<file path="src/rtl/snd_cmd_tx.sv">
// -----------------------------------------------------------------------------
// snd_cmd_tx -- main-CPU to audio-CPU sound command transmitter.
//
// Bytes written by the main CPU are queued. Each one is handed to the audio
// side as a one-cycle latch-load pulse, and an NMI is then held until the
// audio CPU acknowledges the read. If no ack arrives within TIMEOUT cpu_cen
// ticks, the command is abandoned and the next one is sent.
//
// Optional feature macro: SND_CMD_FIFO_EN
//   defined   : 2^DEPTH_LOG2-entry command FIFO; overflow drops the new byte.
//   undefined : single holding register; overflow overwrites (newest wins).
//
// Ports:
//   clk_sys    in   system clock (only clock)
//   reset      in   synchronous active-high reset
//   cpu_cen    in   audio CPU clock enable, times the ack timeout
//   wr_stb     in   main CPU write strobe (one cycle)
//   wr_data    in   command byte
//   ack        in   audio CPU read-of-latch strobe (one cycle)
//   snd_write  out  latch-load pulse
//   snd_dout   out  command byte presented with snd_write
//   snd_nmi    out  interrupt request, high while awaiting ack
//   busy       out  state not IDLE or commands queued
//   level      out  number of queued commands
//   ovf        out  sticky: a command was lost
// -----------------------------------------------------------------------------
module snd_cmd_tx #(
   parameter int TIMEOUT    = 4095,
   parameter int DEPTH_LOG2 = 2
) (
   input  logic                  clk_sys,
   input  logic                  reset,
   input  logic                  cpu_cen,
   input  logic                  wr_stb,
   input  logic [7:0]            wr_data,
   input  logic                  ack,
   output logic                  snd_write,
   output logic [7:0]            snd_dout,
   output logic                  snd_nmi,
   output logic                  busy,
   output logic [DEPTH_LOG2:0]   level,
   output logic                  ovf
);

   localparam int TW = $clog2(TIMEOUT + 1);

   typedef enum logic [1:0] {S_IDLE, S_LOAD, S_WAIT} state_t;

   state_t          state;
   state_t          state_nxt;
   logic [TW-1:0]   timer;
   logic [7:0]      head;
   logic            pop;
   logic            tmo_hit;

   // A command leaves the queue only when the transmitter is free.
   assign pop     = (state == S_IDLE) && (level != '0);
   // The tick that brings the timer up to TIMEOUT ends the wait.
   assign tmo_hit = cpu_cen && (timer == TW'(TIMEOUT - 1));

   // ---------------- state register ----------------
   always_ff @(posedge clk_sys) begin
      if (reset) state <= S_IDLE;
      else       state <= state_nxt;
   end

   // ---------------- next-state logic ----------------
   always_comb begin
      state_nxt = state;
      case (state)
         S_IDLE: if (level != '0) state_nxt = S_LOAD;
         S_LOAD: state_nxt = S_WAIT;
         S_WAIT: begin
            // ack wins over a coincident timeout; both just return to IDLE.
            if (ack)          state_nxt = S_IDLE;
            else if (tmo_hit) state_nxt = S_IDLE;
         end
         default: state_nxt = S_IDLE;
      endcase
   end

   // ---------------- outputs ----------------
   always_comb begin
      snd_write = (state == S_LOAD);
      snd_nmi   = (state == S_WAIT);
      busy      = (state != S_IDLE) || (level != '0);
   end

   // ---------------- ack timer ----------------
   always_ff @(posedge clk_sys) begin
      if (reset)                             timer <= '0;
      else if (state == S_LOAD)              timer <= '0;
      else if (state == S_WAIT && cpu_cen && !ack) timer <= timer + 1'b1;
   end

   // ---------------- output data register ----------------
   // Only loaded on a pop, so later writes cannot disturb an in-flight byte.
   always_ff @(posedge clk_sys) begin
      if (reset)    snd_dout <= 8'h00;
      else if (pop) snd_dout <= head;
   end

`ifdef SND_CMD_FIFO_EN
   localparam int DEPTH = 1 << DEPTH_LOG2;

   logic [7:0]            mem [DEPTH];
   logic [DEPTH_LOG2-1:0] wr_ptr;
   logic [DEPTH_LOG2-1:0] rd_ptr;
   logic                  full;
   logic                  push;

   assign full = (level == (DEPTH_LOG2 + 1)'(DEPTH));
   // A pop in the same cycle frees a slot, so a full FIFO can still accept.
   assign push = wr_stb && (!full || pop);
   assign head = mem[rd_ptr];

   always_ff @(posedge clk_sys) begin
      if (reset) begin
         wr_ptr <= '0;
         rd_ptr <= '0;
         level  <= '0;
         ovf    <= 1'b0;
      end else begin
         if (push) wr_ptr <= wr_ptr + 1'b1;
         if (pop)  rd_ptr <= rd_ptr + 1'b1;
         case ({push, pop})
            2'b10:   level <= level + 1'b1;
            2'b01:   level <= level - 1'b1;
            default: level <= level;
         endcase
         if (wr_stb && full && !pop) ovf <= 1'b1;
      end
   end

   always_ff @(posedge clk_sys) begin
      if (push) mem[wr_ptr] <= wr_data;
   end
`else
   logic [7:0] hold;
   logic       occ;

   assign head  = hold;
   assign level = {{DEPTH_LOG2{1'b0}}, occ};

   always_ff @(posedge clk_sys) begin
      if (reset) begin
         occ <= 1'b0;
         ovf <= 1'b0;
      end else begin
         if (wr_stb)   occ <= 1'b1;
         else if (pop) occ <= 1'b0;
         // Overwriting an unsent byte loses it; a same-cycle pop does not.
         if (wr_stb && occ && !pop) ovf <= 1'b1;
      end
   end

   always_ff @(posedge clk_sys) begin
      if (wr_stb) hold <= wr_data;
   end
`endif

endmodule

</file>
<file path="config.mk">
export PLATFORM = sky130hd
export DESIGN_NAME = snd_cmd_tx
export DESIGN_NICKNAME = d
export VERILOG_FILES = /design/src/rtl/snd_cmd_tx.sv
export SDC_FILE = /design/constraint.sdc
export NUM_CORES = 1
export LEC_CHECK = 0
export CAP_MARGIN = 0
export CORE_MARGIN = 5
export CORE_UTILIZATION = 35
export CTS_BUF_LIST = sky130_fd_sc_hd__clkbuf_16
export CTS_CLUSTER_SIZE = 16
export DETAILED_ROUTE_END_ITERATION = 8
export PLACE_DENSITY_LB_ADDON = 0.05
export SYNTH_ARGS = -nofsm -noshare
export SYNTH_HDL_FRONTEND = slang
export SYNTH_SLANG_ARGS = --single-unit
</file>
<file path="constraint.sdc">
create_clock -name clk_sys -period 1.4 [get_ports clk_sys]
set_input_delay 0.28 -clock clk_sys [delete_from_list [all_inputs] [get_ports clk_sys]]
set_output_delay 0.28 -clock clk_sys [all_outputs]
set_load 0.02 [all_outputs]
</file>
==> run_results.csv <==
group,metric,value,unit
final_layout,nets,190,
final_layout,diodes,0,
placement,dp_hpwl,2.06,mm
drt,wl_per_cell,11.5,um
die,ios,28,
critical_path,cp.arrival,1.10,ns
critical_path,cp-end-kind,"primary output",
hold_path,min_path_type,"reg2reg",
die,die_y,70.4,um
sta,setup_tns,0,ns
power_and_ir_drop,ir_drop,0.00102,V
global_routing,antenna_found_initial,0,
clock_network,cts_hold_buf,0,
critical_path,startpoint_type,"flip-flop",
critical_path,cp_max_fo,3,
critical_path,slowest_stage,"or3_1",
sta,period_share,98.7,%
sta,finalWorstSetupSlack,0.0176,ns
final_layout,layout_common_cells,"22 x nand2_1, 18 x dfxtp_1, 16 x nor2_1",
sta,period_needed,1.38,ns
final_layout,syn_to_final_growth,49.0,%
sta,rsz0062_at_grt,"true",
synth,synth_xor_area_share,6.18,%
die,die_w,70.4,um
global_routing,use_met1,15.0,%
final_layout,drive_gt1_share,24.4,%
clock_network,numCtsBuffers,5,
critical_path,slowest_delay,0.38,ns
placement,gp_congestion,0.842,
global_routing,gr-total-overflow,0,
clock_network,clkSinkCount,32,
global_routing,grt_start_max_net_pins,13,
clock_network,cts_setup_buffers,0,
global_routing,grt_usage,11.4,%
synth,synth-compound-area-share,6.18,%
critical_path,crit_family,"simple AND/OR/NAND/NOR gates",
global_routing,grt_most_used_layer,"met2",
clock_network,clkTransAtPathRegs,0.05,ns
sta,hold_slack,0.449,ns
global_routing,grt_pass1_wl,4.45,mm
sta,clock_skew,0.00295,ns
synth,muxShareOfSynthArea,0,%
flow_run,max_cap_viol_count,0,
synth,syn_area,0.00128,mm^2
clock_network,clk_latency,0.27,ns
die,initial_utilization,35.4,%
synth,synthAdderAreaFrac,1.96,%
synth,synth_top_area_share,37.6,%
critical_path,critical_path_class,"reg2out",
synth,synth-seq-area-share,56.5,%
synth,synth_simple_gate_area_share,25.9,%
drt,wirelength,2.58,mm
global_routing,grtUsageMet3,3.88,%
drt,vias,1026,
clock_network,cts_tree,"done",
synth,ys_types,29,
global_routing,grt_use_met2,17.4,%
critical_path,path_buf_inv,1,
power_and_ir_drop,leakagePower,0.749,nW
synth,synth.avg_cell_area,9.74,um^2
sta,drv_slew,0,
synth,yosys_warnings,0,
die,fp.dieArea,0.00495,mm^2
sta,timing.fmax,723,MHz
status,outcome,"complete, no violations",
power_and_ir_drop,power.density,1260,mW/mm^2
drt,drtIter0Drc,29,
global_routing,first_global_vias,976,
synth,synthCells,131,
synth,synth_top_area_cell,"dfxtp_1",
drt,viasPerCell,4.58,
synth,synth_seq_cells,32,
drt,drc,0,
placement,io_buffers,25,
critical_path,critPathRequiredTime,1.12,ns
synth,netlist_top_cells_area,"dfxtp_1 38%, edfxtp_1 19%, nand2_1 6.5%",
critical_path,worstPathCellList,"or3_1 -> buf_6",
drt,first_pass_iters,4,
die,core_area,0.00361,mm^2
die,row_count,22,
sta,setup_viol,0,
drt,ant_nets,0,
synth,synth_top_family_by_area,"simple AND/OR/NAND/NOR gates",
sta,hold_viol_final,0,
clock_network,htreeDepth,2,
placement,dpl_worst_slack,-0.325,ns
clock_network,cts.path.max_buffers,2,
final_layout,final_common_cell,"nand2_1",
clock_network,ctsRootBufferMaster,"clkbuf_16",
-- worst min-delay path, cell delays in order, from the launching register on --
cell     delay [ns]
dfxtp_1        0.30
nand2_1        0.05
a21oi_1        0.05
-- synthesized netlist by cell type (all sizes together) --
| master | n |
|---|---|
| ha | 2 |
| nor2 | 16 |
| or3 | 3 |
| nor3b | 1 |
| a21oi | 11 |
| and2 | 2 |
| edfxtp | 8 |
| xor2 | 4 |
| nor3 | 3 |
| nand4 | 4 |
| clkbuf | 2 |
| and3 | 2 |
| o21ai | 2 |
| xnor2 | 5 |
| nor2b | 2 |
| conb | 1 |
| a211oi | 1 |
| and4bb | 1 |
| a31oi | 1 |
| nor4 | 2 |
| dfxtp | 24 |
| nand3 | 3 |
| or2 | 2 |
| buf | 4 |
| and4 | 1 |
| nand2 | 22 |
| inv | 1 |
| nand4bb | 1 |
-- final cells by class --
| type | instances | area (um^2) |
|---|---|---|
| sequential | 32 | 731 |
| inverter | 1 | 3.75 |
| multi-input combinational | 93 | 556 |
| tap | 48 | 60.1 |
| clock buffer | 5 | 125 |
| timing repair buffer | 42 | 384 |
| clock inverter | 3 | 42.5 |
| fill | 340 | 1700 |
-- per-stage QoR --
stage / utilization [%] / power [mW] / std cells / cell area [um^2]
2_1_floorplan: - / 1.11 / 132 / 1280
4_1_cts: 51.5 / 2.42 / 224 / 1860
3_5_place_dp: 47.1 / 1.23 / 216 / 1700
6_report: 52.7 / 2.39 / 224 / 1900
3_3_place_gp: 47.1 / 1.23 / 216 / 1700
5_1_grt: 52.7 / 2.48 / 224 / 1900
-- power by group --
group | switching, mW | internal [mW]
clock network | 0.363 | 0.834
logic | 0.0995 | 0.0951
registers | 0.0137 | 0.987
-- path summary, 6_finish.rpt --
| check | startpoint | to | slack [ns] | cells past startpoint |
|---|---|---|---|---|
| worst max-delay path | state[0]$_SDFFE_PP0P_ | busy | 0.02 | 2 |
| worst max register to register | state[1]$_SDFFE_PP0P_ | timer[11]$_SDFFE_PP0P_ | 0.02 | 5 |
| worst min-delay path | snd_dout[6]$_SDFFE_PP0P_ | snd_dout[6]$_SDFFE_PP0P_ | 0.45 | 2 |
| worst min register to register | snd_dout[6]$_SDFFE_PP0P_ | snd_dout[6]$_SDFFE_PP0P_ | 0.45 | 2 |
-- kinds of logic (layout without fill, tap and decap cells) --
group,after synthesis,in the layout
and+or+nand+nor,65,65
DFF,32,32
AOI/OAI and AO/OA,15,15
xor gates and xnor gates,9,9
buffers and inverters,7,51
adders and majority gates,2,2
other,1,2
-- what timing repair did --
item | CTS | global route
endpoints found under the setup margin | 15 | 9
pin swaps | 0 | 7
resized for setup | 23 | 18
-- registers in the layout (all words and copies together), names as in the netlist --
signal / cells
timer: 12
ovf: 1
state: 2
head: 8
occ: 1
snd_dout: 8
-- metal layers --
layer	vias to the layer above	wire, um
li1	534	-
met1	468	1260
met2	22	1130
met3	2	173
met4	0	14
met5	-	0
Power figures use the tool's default switching activity.
